`src/rtl/armleosoc_tickgen_pkg.sv`:
```
// Shared register map, CTRL bit layout and reset constants for the mtime tick generator.
package armleosoc_tickgen_pkg;

  typedef enum logic [1:0] {
    RegCtrl  = 2'd0,
    RegDiv   = 2'd1,
    RegTicks = 2'd2,
    RegCnt   = 2'd3
  } reg_sel_e;

  localparam logic [31:0] CtrlOffset  = 32'h0;
  localparam logic [31:0] DivOffset   = 32'h4;
  localparam logic [31:0] TicksOffset = 32'h8;
  localparam logic [31:0] CntOffset   = 32'hC;

  localparam int unsigned CtrlEnBit      = 0;
  localparam int unsigned CtrlSrcBit     = 1;
  localparam int unsigned CtrlHaltDbgBit = 2;

  localparam logic [2:0] CtrlRstValue = 3'b000;

  // Per-byte merge of write data into the current register value.
  function automatic logic [31:0] be_merge(input logic [31:0] cur, input logic [31:0] wdata,
                                           input logic [3:0] be);
    logic [31:0] res;
    for (int i = 0; i < 4; i++) begin
      res[i*8 +: 8] = be[i] ? wdata[i*8 +: 8] : cur[i*8 +: 8];
    end
    return res;
  endfunction

endpackage

```
`src/rtl/armleosoc_mtime_tickgen_sync_edge.sv`:
```
// 2-flop synchronizer plus registered rising-edge detector for the external RTC tick.
// Built only when ARMLEOSOC_TICKGEN_EXT_SRC_EN is defined.
`ifdef ARMLEOSOC_TICKGEN_EXT_SRC_EN
module armleosoc_sync_edge (
  input  logic clk,
  input  logic rst,
  input  logic tick_i,
  output logic rise_o
);

  logic sync1_q, sync1_d;
  logic sync2_q, sync2_d;
  logic prev_q, prev_d;
  logic rise_q, rise_d;

  always_comb begin
    sync1_d = tick_i;
    sync2_d = sync1_q;
    prev_d  = sync2_q;
    rise_d  = sync2_q & ~prev_q;
  end

  always_ff @(posedge clk or posedge rst) begin
    if (rst) begin
      sync1_q <= 1'b0;
      sync2_q <= 1'b0;
      prev_q  <= 1'b0;
      rise_q  <= 1'b0;
    end else begin
      sync1_q <= sync1_d;
      sync2_q <= sync2_d;
      prev_q  <= prev_d;
      rise_q  <= rise_d;
    end
  end

  assign rise_o = rise_q;

endmodule
`endif

```
`src/rtl/armleosoc_mtime_tickgen.sv`:
```
// Programmable mtime_increment timebase for the CLINT: prescaled clk or synchronized RTC tick.
// ARMLEOSOC_TICKGEN_EXT_SRC_EN enables the external RTC source (CTRL.SRC); otherwise clk only.
module armleosoc_mtime_tickgen
  import armleosoc_tickgen_pkg::*;
#(
  parameter int unsigned ADDR_WIDTH  = 4,
  parameter int unsigned DIV_WIDTH   = 32,
  parameter int unsigned TICKS_WIDTH = 32
) (
  input  logic                  clk,
  input  logic                  rst,
  input  logic [ADDR_WIDTH-1:0] address,
  input  logic                  write,
  input  logic                  read,
  input  logic [31:0]           write_data,
  input  logic [3:0]            write_byteenable,
  output logic [31:0]           read_data,
  output logic                  address_error,
  input  logic                  rtc_tick,
  input  logic                  debug_halt,
  output logic                  mtime_increment
);

  logic                   en_q, en_d;
  logic                   src_q, src_d;
  logic                   halt_dbg_q, halt_dbg_d;
  logic [DIV_WIDTH-1:0]   div_q, div_d;
  logic [DIV_WIDTH-1:0]   cnt_q, cnt_d;
  logic [TICKS_WIDTH-1:0] ticks_q, ticks_d;
  logic                   inc_q, inc_d;

  logic [31:0] addr_ext;
  logic        addr_valid;
  reg_sel_e    sel;
  logic        ctrl_we, div_we;
  logic [2:0]  ctrl_wr;
  logic [31:0] div_merged;
  logic        src_wr;
  logic        rtc_event;
  logic        tick_evt;
  logic        active;
  logic        clear;

  // Reads have no side effects, so the strobe is not needed.
  logic unused_read;
  assign unused_read = read;

`ifdef ARMLEOSOC_TICKGEN_EXT_SRC_EN
  armleosoc_sync_edge u_sync_edge (
    .clk    (clk),
    .rst    (rst),
    .tick_i (rtc_tick),
    .rise_o (rtc_event)
  );
  assign src_wr = ctrl_wr[CtrlSrcBit];
`else
  logic unused_rtc_tick;
  assign unused_rtc_tick = rtc_tick;
  assign rtc_event       = 1'b0;
  assign src_wr          = 1'b0;
`endif

  assign addr_ext = 32'(address);

  always_comb begin
    sel        = RegCtrl;
    addr_valid = 1'b1;
    case (addr_ext)
      CtrlOffset:  sel = RegCtrl;
      DivOffset:   sel = RegDiv;
      TicksOffset: sel = RegTicks;
      CntOffset:   sel = RegCnt;
      default:     addr_valid = 1'b0;
    endcase
  end

  assign address_error = ~addr_valid;

  always_comb begin
    read_data = '0;
    if (addr_valid) begin
      unique case (sel)
        RegCtrl:  read_data = {29'b0, halt_dbg_q, src_q, en_q};
        RegDiv:   read_data = 32'(div_q);
        RegTicks: read_data = 32'(ticks_q);
        RegCnt:   read_data = 32'(cnt_q);
        default:  read_data = '0;
      endcase
    end
  end

  always_comb begin
    ctrl_we    = write && addr_valid && (sel == RegCtrl);
    div_we     = write && addr_valid && (sel == RegDiv);
    ctrl_wr    = write_byteenable[0] ? write_data[2:0] : {halt_dbg_q, src_q, en_q};
    div_merged = be_merge(32'(div_q), write_data, write_byteenable);

    en_d       = ctrl_we ? ctrl_wr[CtrlEnBit]      : en_q;
    src_d      = ctrl_we ? src_wr                  : src_q;
    halt_dbg_d = ctrl_we ? ctrl_wr[CtrlHaltDbgBit] : halt_dbg_q;
    div_d      = div_we  ? div_merged[DIV_WIDTH-1:0] : div_q;

    // A clearing write beats a coincident event: the event is dropped.
    clear    = div_we || (ctrl_we && ((en_d != en_q) || (src_d != src_q))) || !en_q;
    active   = en_q && !(halt_dbg_q && debug_halt);
    tick_evt = src_q ? rtc_event : 1'b1;

    cnt_d   = cnt_q;
    ticks_d = ticks_q;
    inc_d   = 1'b0;
    if (clear) begin
      cnt_d = '0;
    end else if (active && tick_evt) begin
      if (cnt_q == div_q) begin
        cnt_d   = '0;
        inc_d   = 1'b1;
        ticks_d = ticks_q + TICKS_WIDTH'(1);
      end else begin
        cnt_d = cnt_q + DIV_WIDTH'(1);
      end
    end
  end

  always_ff @(posedge clk or posedge rst) begin
    if (rst) begin
      {halt_dbg_q, src_q, en_q} <= CtrlRstValue;
      div_q   <= '0;
      cnt_q   <= '0;
      ticks_q <= '0;
      inc_q   <= 1'b0;
    end else begin
      en_q       <= en_d;
      src_q      <= src_d;
      halt_dbg_q <= halt_dbg_d;
      div_q      <= div_d;
      cnt_q      <= cnt_d;
      ticks_q    <= ticks_d;
      inc_q      <= inc_d;
    end
  end

  assign mtime_increment = inc_q;

endmodule

```
`config.mk`:
```
export PLATFORM = sky130hd
export DESIGN_NAME = armleosoc_mtime_tickgen
export DESIGN_NICKNAME = d
export VERILOG_FILES = /design/src/rtl/armleosoc_tickgen_pkg.sv /design/src/rtl/armleosoc_mtime_tickgen_sync_edge.sv /design/src/rtl/armleosoc_mtime_tickgen.sv
export SDC_FILE = /design/constraint.sdc
export NUM_CORES = 1
export LEC_CHECK = 0
export ABC_AREA = 1
export CORE_UTILIZATION = 45
export DETAILED_ROUTE_END_ITERATION = 16
export GPL_TIMING_DRIVEN = 0
export PLACE_DENSITY = 0.65
export SLEW_MARGIN = 5
export SYNTH_ARGS = -nofsm -noshare
export SYNTH_HDL_FRONTEND = slang
export SYNTH_SLANG_ARGS = --single-unit
```
`constraint.sdc`:
```
create_clock -name clk -period 4.6 [get_ports clk]
set_input_delay 1.15 -clock clk [delete_from_list [all_inputs] [get_ports clk]]
set_output_delay 1.15 -clock clk [all_outputs]
set_load 0.02 [all_outputs]
```
# [Word level (Yosys, flattened, before mapping)]
# Cells that the tools add are included.
[totals] elab_cells=59 regBits=100 inputBits=46 output_inout_bits=34
[op_classes] eq_ne=9 addsub=2 bitwise_logic=2 reduce_logical=22 n_mux=14
[ops] op="$mux 32" count=4
[ops] op="$pmux 32 s4" count=1
[ops] op="$add 32x1->32 const B" count=2
[ops] op="$eq 32x32->1" count=1
[ops] op="$logic_not 32->1" count=1
[ops] op="$reduce_and 2->1" count=5
[ops] op="$eq 4x4->1 const B" count=2
[ops] op="$mux 1" count=8
[ops] op="$logic_and 1x1->1" count=7
[ops] op="$pmux 2 s3" count=1
[ops] op="$eq 2x2->1 const B" count=2
[ops] op="$eq 4x3->1 const B" count=1
[ops] op="$reduce_or 4->1" count=1
[ops] op="$logic_or 1x1->1" count=3
[ops] op="$reduce_and 3->1" count=1
[ops] op="$eq 2x1->1 const B" count=1
[ops] op="$logic_not 1->1" count=2
[ops] op="$logic_not 2->1" count=1
[ops] op="$ne 1x1->1" count=2
[ops] op="$not 1->1" count=2
[ops] op="$reduce_bool 2->1" count=1

# [Depth between registers and ports, before layout]
# Gate-level depths: netlist (run 1).
[depth] ltp_word=13 ltp_mapped=14 ltp_nobuf=11

# [Least setup slack after synthesis (run 1)]
# Ideal clock, no wire load.
[synth_path] path_kind="input to output" from="in address[1]" to="out read_data[2]" n_path_buf=0 arrival_time_ns=2.232 path_stages=5 slack_ns=1.218 path_cell_list="nor2_4 > nand3_1 > inv_1 > nand2_1 > a41oi_1"
[synth_between] elab_chain_len=5 elab_cells_between_ends=13
[synth_lines] item="start: declaration" line="armleosoc_mtime_tickgen.sv:12" source="input logic [ADDR_WIDTH-1:0] address,"
[synth_lines] item="$eq 4x4->1 / $eq 4x3->1 (equally long branches)" line="armleosoc_mtime_tickgen.sv:68" source="case (addr_ext)"
[synth_lines] item="$pmux 2 s3" line="armleosoc_mtime_tickgen.sv:68"
[synth_lines] item="$eq 2x2->1 (tied with other cells)" line="armleosoc_mtime_tickgen.sv:82" source="unique case (sel)"
[synth_lines] item="$pmux 32 s4" line="armleosoc_mtime_tickgen.sv:82"
[synth_lines] item="$mux 32 *" line="armleosoc_mtime_tickgen.sv:81" source="if (addr_valid) begin"
[synth_lines] item="end: declaration" line="armleosoc_mtime_tickgen.sv:17" source="output logic [31:0] read_data,"
# Every way passes the cells marked *; elsewhere a longest branch is shown, timed or not.

# [Final worst setup path (run 1)]
[layout_path] from="in address[1]" to="out read_data[1]"
# Same word-level chain as after synthesis.

==> impl_metrics.toml, run 1 <==
[sta]
slew_violations = 0
hold_viol = 0
setup_violations = 0
period_share_pct = 98.2
slew-limit-headroom_pct = 62.5
period_needed_ns = 4.52
worst_hold_slack_ns = 0.470
fin_skew_ns = 0.0116
worst_pin_slew_ns = 0.562
rsz0062_at_grt = "true"
max_freq_mhz = 221
setup-tns-final_ns = 0

[synth]
netlist_instances = 1031
synth_warnings = 0
synthDistinctLibCells = 35
synth_top_area_share_pct = 36.2
yosysSeqAreaShare_pct = 36.2
syn_area_per_cell_um2 = 6.71
async_flop_share_pct = 100
netlist_area_um2 = 6920
synthesis.nets = 1079
synth_seq_cells = 100
ys_top_cells_by_area = "dfrtp_1, nand2_1, inv_1"
synth_edf_count = 0
synthFlopType = "dfrtp_1"
post-synth-top-area-cell = "dfrtp_1"

[floorplan]
io_pins = 80
core_area_um2 = 14800
die_w_um = 126
rows = 44
die_area_um2 = 15900
initial_utilization_pct = 46.9
fp.dieH_um = 126

[global_routing]
track_usage_pct = 29.9
antenna_found_initial = 0
grt_max_degree = 61
grt-ovfl-total = 0
grt_pass1_wl_um = 36100
grt_pass1_vias = 6639

[routing]
drtAntennaViolNets = 0
drt_wl_total_um = 22700
remaining_drc_errors = 0
drtIter0Drc = 596
firstDrtPassIters = 5
detail_route.wl_per_cell_um = 17.4
via_per_inst = 5.28
vias = 6911

[power]
cellInternalPower_mw = 1.62
p_sw_mw = 0.688
swShare_pct = 29.8
ir_drop_uv = 198
p_leak_nw = 3.98
pwr-share-seq_pct = 43.8
comb_power_share_pct = 18.4
power_density_nw_per_um2 = 278
clkPwrFrac_pct = 37.8
total_power_mw = 2.31

[cts]
cts.sinks = 100
root_buffer = "clkbuf_16"
cts_setup_buffers = 0
clk_latency_ns = 0.37
clockBufferDepth = 2
cts.htree.levels = 3
cts_made_buffers = 9
tritoncts = "yes"
clk_pin_slew_ns = 0.07

[placed_design]
port-buffer-count = 77
hpwlAfterDp_um = 17600
place_area_um2 = 7950
placed_cells = 1293
globalplace.congestion = 1.01

[critical_path]
startpoint = "address[1]"
crit_fanout = 19
criticalPathCategory = "primary input to primary output"
cp.arrival_ns = 3.37
start_kind = "primary input"
required_ns = 3.45
rr_startpoint = "cnt_q[0]"
cp-end-kind = "primary output"

[min_path]
min_from = "src_q"
hold_class = "flip-flop to flip-flop"

[cells_and_area]
n_antenna_cell = 0
finalInstanceArea_um2 = 8310
multi_input_area_um2 = 3760
ff_latch_area_um2 = 2500
final_nets = 1167
final_cell_count_no_fill = 1308
layout-drive-gt1-share_pct = 6.85
area_growth_pct = 20.1
nFillCells = 1445

[flow_run]
drv_cap = 0

[outcome]
status = "finished, final reports clean"
==> cell usage in the layout (no fill, tap or decap), drive strengths merged <==
| cell | count |
|---|---|
| a21oi | 20 |
| a31oi | 2 |
| a41oi | 1 |
| and2b | 1 |
| buf | 24 |
| bufinv | 2 |
| clkbuf | 27 |
| clkdlybuf4s50 | 77 |
| clkinv | 2 |
| clkinvlp | 1 |
| dfrtp | 100 |
| ha | 2 |
| inv | 123 |
| mux2 | 14 |
| nand2 | 406 |
| nand3 | 31 |
| nand3b | 2 |
| nand4 | 38 |
| nor2 | 114 |
| nor3 | 15 |
| o211ai | 3 |
| o21a | 1 |
| o21ai | 35 |
| o221ai | 25 |
| xnor2 | 15 |
| xor2 | 43 |
==> repair_timing <==
item	in CTS	in global routing
gates resized for setup	1	14
endpoints found under the setup margin	22	25
hold buffers	0	0
pin swaps	0	0
==> cell type report <==
class / count / area share [%]
Tap cell: 184 / 2.77
Sequential cell: 100 / 30.1
Timing Repair Buffer: 78 / 9.61
Multi-Input combinational cell: 768 / 45.2
Clock inverter: 3 / 0.813
Buffer: 37 / 2.53
Clock buffer: 13 / 3.25
Inverter: 125 / 5.68
==> worst max-delay path: stages <==
cell             delay, ns
clkdlybuf4s50_1       0.44
nor2_4                0.26
nand3_2               0.19
inv_2                 0.13
buf_4                 0.25
a21oi_1               0.10
a31oi_1               0.19
clkdlybuf4s50_1       0.64
==> power groups by stage <==
stage / Combinational (mW) / Sequential [mW] / Clock, mW
6_report: 0.425 / 1.01 / 0.874
5_1_grt: 0.469 / 1.02 / 0.916
4_1_cts: 0.421 / 1.01 / 0.888
3_5_place_dp: 0.419 / 1.03 / 0
3_3_place_gp: 0.411 / 1.02 / 0
2_1_floorplan: 0.276 / 0.999 / 0
==> flip-flops by register name, indices dropped and copies added (netlist names) <==
signal           cells
en_q                 1
div_q               32
src_q                1
halt_dbg_q           1
mtime_increment      1
cnt_q               32
ticks_q             32
==> final timing paths <==
| check | endpoint | slack [ns] | depth (start not counted) |
|---|---|---|---|
| setup / recovery | read_data[1] | 0.08 | 8 |
| hold / removal | src_q | 0.47 | 2 |
| setup reg to reg | cnt_q[28] | 2.34 | 11 |
| hold reg to reg | src_q | 0.47 | 2 |
| max in group asynchronous | div_q[21] | 2.71 | 3 |
| min in group asynchronous | div_q[8] | 1.19 | 2 |
==> per-layer routing <==
metal	global-route usage (%)	share of wire [%]
met1	41.1	46
met2	48.0	46
met3	4.59	5.4
met4	10.4	2.8
met5	0	0
==> per-stage QoR <==
step	setup WS [ns]	util, %
3_5_place_dp	-0.182	53.9
3_3_place_gp	-0.924	53.7
5_1_grt	-0.0140	56.3
6_report	0.0848	56.3
2_1_floorplan	0.831	-
4_1_cts	0.00341	56.2
==> cell usage after synthesis (2+ instances only) <==
cell type and number:
buf_4 3, nand2_2 3, inv_1 117, ha_1 2, xor2_1 43, o221ai_1 25
mux2_2 14, nand3b_1 2, o21ai_1 20, nor3_1 15, a31oi_1 2, xnor2_1 15
buf_2 16, clkinv_1 2, nand4_1 38, nor2_4 2, clkbuf_1 13, inv_2 6
buf_6 4, a21oi_1 20, o21ai_0 14, nand2_1 403, nand3_1 29, o211ai_1 3
nor2_1 111, dfrtp_1 100
==> cell families (layout without fill, tap and decap cells) <==
family                     count (synthesis)  count (layout)  synth area share, %
DFF                                      100             100                 36.2
buffers and inverters                    163             256                 9.75
AOI/OAI and AO/OA                         87              87                 7.94
xor gates and xnor gates                  58              58                 7.35
muxes                                     14              14                 2.28
and+or+nand+nor                          607             607                 36.1
adders and majority gates                  2               2                0.362
No activity file was read; power rests on OpenSTA's default activity.
==> inputs of run 2 (changes only) <==
--- a/config.mk
+++ b/config.mk
@@ -7,6 +7,7 @@
 export LEC_CHECK = 0
 export ABC_AREA = 1
 export CORE_UTILIZATION = 45
+export CTS_CLUSTER_SIZE = 12
 export DETAILED_ROUTE_END_ITERATION = 16
 export GPL_TIMING_DRIVEN = 0
 export PLACE_DENSITY = 0.65
==> results of run 2 <==
Same layout as run 1: the final DEF is identical, and so are final timing and power.
==> inputs of run 3 (changes only) <==
--- a/config.mk
+++ b/config.mk
@@ -11,7 +11,9 @@
 export DETAILED_ROUTE_END_ITERATION = 16
 export GPL_TIMING_DRIVEN = 0
 export PLACE_DENSITY = 0.65
+export SETUP_SLACK_MARGIN = 0.3
 export SLEW_MARGIN = 5
 export SYNTH_ARGS = -nofsm -noshare
 export SYNTH_HDL_FRONTEND = slang
 export SYNTH_SLANG_ARGS = --single-unit
+export TNS_END_PERCENT = 20
==> run 3 against run 2 <==
  * First-iteration DRC count is 3.2% higher
  * Sequential share of layout area is 0.072 points lower
  * Flip-flop and latch count stayed put
  * Power hardly changed
  * Fmax is 0.17% higher
  * Via count is 0.22% lower
  * Count of clock-buffer cells in the layout stayed put
  * Critical path depth is 2 lower
  * Highest routed layer unchanged
==> impl_metrics.toml, run 3 (same netlist as run 1, synthesis figures left out) <==
[outcome]
status = "finished, final reports clean"

[global_routing]
grt_pass1_wl_um = 36100
antenna_found_initial = 0
grt_pass1_vias = 6635
grt_max_degree = 61
grt-ovfl-total = 0
track_usage_pct = 29.9

[routing]
firstDrtPassIters = 5
drtAntennaViolNets = 0
vias = 6896
detail_route.wl_per_cell_um = 17.3
drt_wl_total_um = 22700
drtIter0Drc = 615
remaining_drc_errors = 0
via_per_inst = 5.26

[sta]
period_share_pct = 98.0
layout_setup_ws_ns = 0.0923
rsz0062_at_grt = "true"
max_freq_mhz = 222
fin_skew_ns = 0.0110
period_needed_ns = 4.51
setup-tns-final_ns = 0
worst_pin_slew_ns = 0.560
setup_violations = 0
slew_violations = 0
slew-limit-headroom_pct = 62.7
hold_viol = 0

[placed_design]
preCtsSetupSlack_ns = -0.182
hpwlAfterDp_um = 17600
place_area_um2 = 7950
port-buffer-count = 77
globalplace.congestion = 1.01

[power]
p_leak_nw = 4.13
power_density_nw_per_um2 = 278
ir_drop_uv = 198

[critical_path]
start_kind = "primary input"
cp.arrival_ns = 3.36
criticalPathCategory = "primary input to primary output"
cp-end-kind = "primary output"
required_ns = 3.45
crit_fanout = 10

[floorplan]
core_area_um2 = 14800
fp.dieH_um = 126
rows = 44
die_area_um2 = 15900
initial_utilization_pct = 46.9
io_pins = 80
die_w_um = 126

[cells_and_area]
area_growth_pct = 20.4
finalInstanceArea_um2 = 8330
multi_input_area_um2 = 3750
reg_top3 = "cnt_q: 32 flops, div_q: 32 flops, ticks_q: 32 flops"
ff_latch_area_um2 = 2500
final_cell_mix = "nand2_1, inv_1, nor2_1"
nFillCells = 1438
n_antenna_cell = 0
layout-drive-gt1-share_pct = 7.10
final_nets = 1170
mostFrequentLayoutCell = "nand2_1"
postLayoutCoreUtil_pct = 56.4

[cts]
tritoncts = "yes"
clockBufferDepth = 2
cts.sinks = 100
clk_latency_ns = 0.37
cts.htree.levels = 3
cts_made_buffers = 9
holdBufCountCts = 0
root_buffer = "clkbuf_16"
clk_pin_slew_ns = 0.07

[min_path]
hold_class = "flip-flop to flip-flop"

[flow_run]
drv_cap = 0
[run 3: repair_timing]
item	in CTS	in global routing
pin swaps	0	1
buffers inserted	0	2
resized for setup	15	7
endpoints found under the setup margin	31	32
[run 3: final cells by class]
| class | count | share of cell area [%] |
|---|---|---|
| buffer | 38 | 2.58 |
| clock buffer | 13 | 3.25 |
| clock inverter | 3 | 0.811 |
| inverter | 125 | 5.66 |
| multi-input combinational | 768 | 45.0 |
| sequential | 100 | 30.1 |
| tap | 184 | 2.76 |
| timing repair buffer | 80 | 9.86 |
[run 3: critical path, cell delays in order]
cell and delay, ns:
clkdlybuf4s50_1 0.44, nor2_4 0.22, nand3_2 0.25, clkbuf_2 0.29, o221ai_1 0.33, clkdlybuf4s50_1 0.67
[run 3: power by group]
group / internal [mW] / switching [mW] / leakage, nW / total [mW]
clock: 0.522 / 0.352 / 0.162 / 0.874
combinational: 0.160 / 0.265 / 2.66 / 0.425
sequential: 0.941 / 0.0714 / 1.31 / 1.01
total: 1.62 / 0.688 / 4.13 / 2.31
[run 3: path summary, 6_finish.rpt]
check                           start  slack (ns)       endpoint  cells past startpoint
setup / recovery           address[0]        0.09  read_data[14]                      6
hold / removal                  src_q        0.47          src_q                      2
setup reg to reg             cnt_q[0]        2.36      cnt_q[28]                     11
hold reg to reg                 src_q        0.47          src_q                      2
max in group asynchronous         rst        2.70      div_q[21]                      3
min in group asynchronous         rst        1.19       div_q[8]                      2
[run 3: metrics by stage]
| stage | total power [mW] | instances | hold WS, ns |
|---|---|---|---|
| global route | 2.40 | 1311 | 0.497 |
| CTS | 2.32 | 1309 | 0.472 |
| finish | 2.31 | 1311 | 0.472 |
| global placement | 1.44 | 1292 | 0.451 |
| detailed placement | 1.45 | 1293 | 0.455 |
| floorplan | 1.28 | 1031 | 0.436 |
[run 3: routing by layer]
layer	global-route usage, %	up-vias	wire [um]
met4	10.4	0	658
met5	0	-	0
met1	40.9	3159	10200
li1	-	3435	-
met3	4.59	45	1340
met2	48.2	257	10500
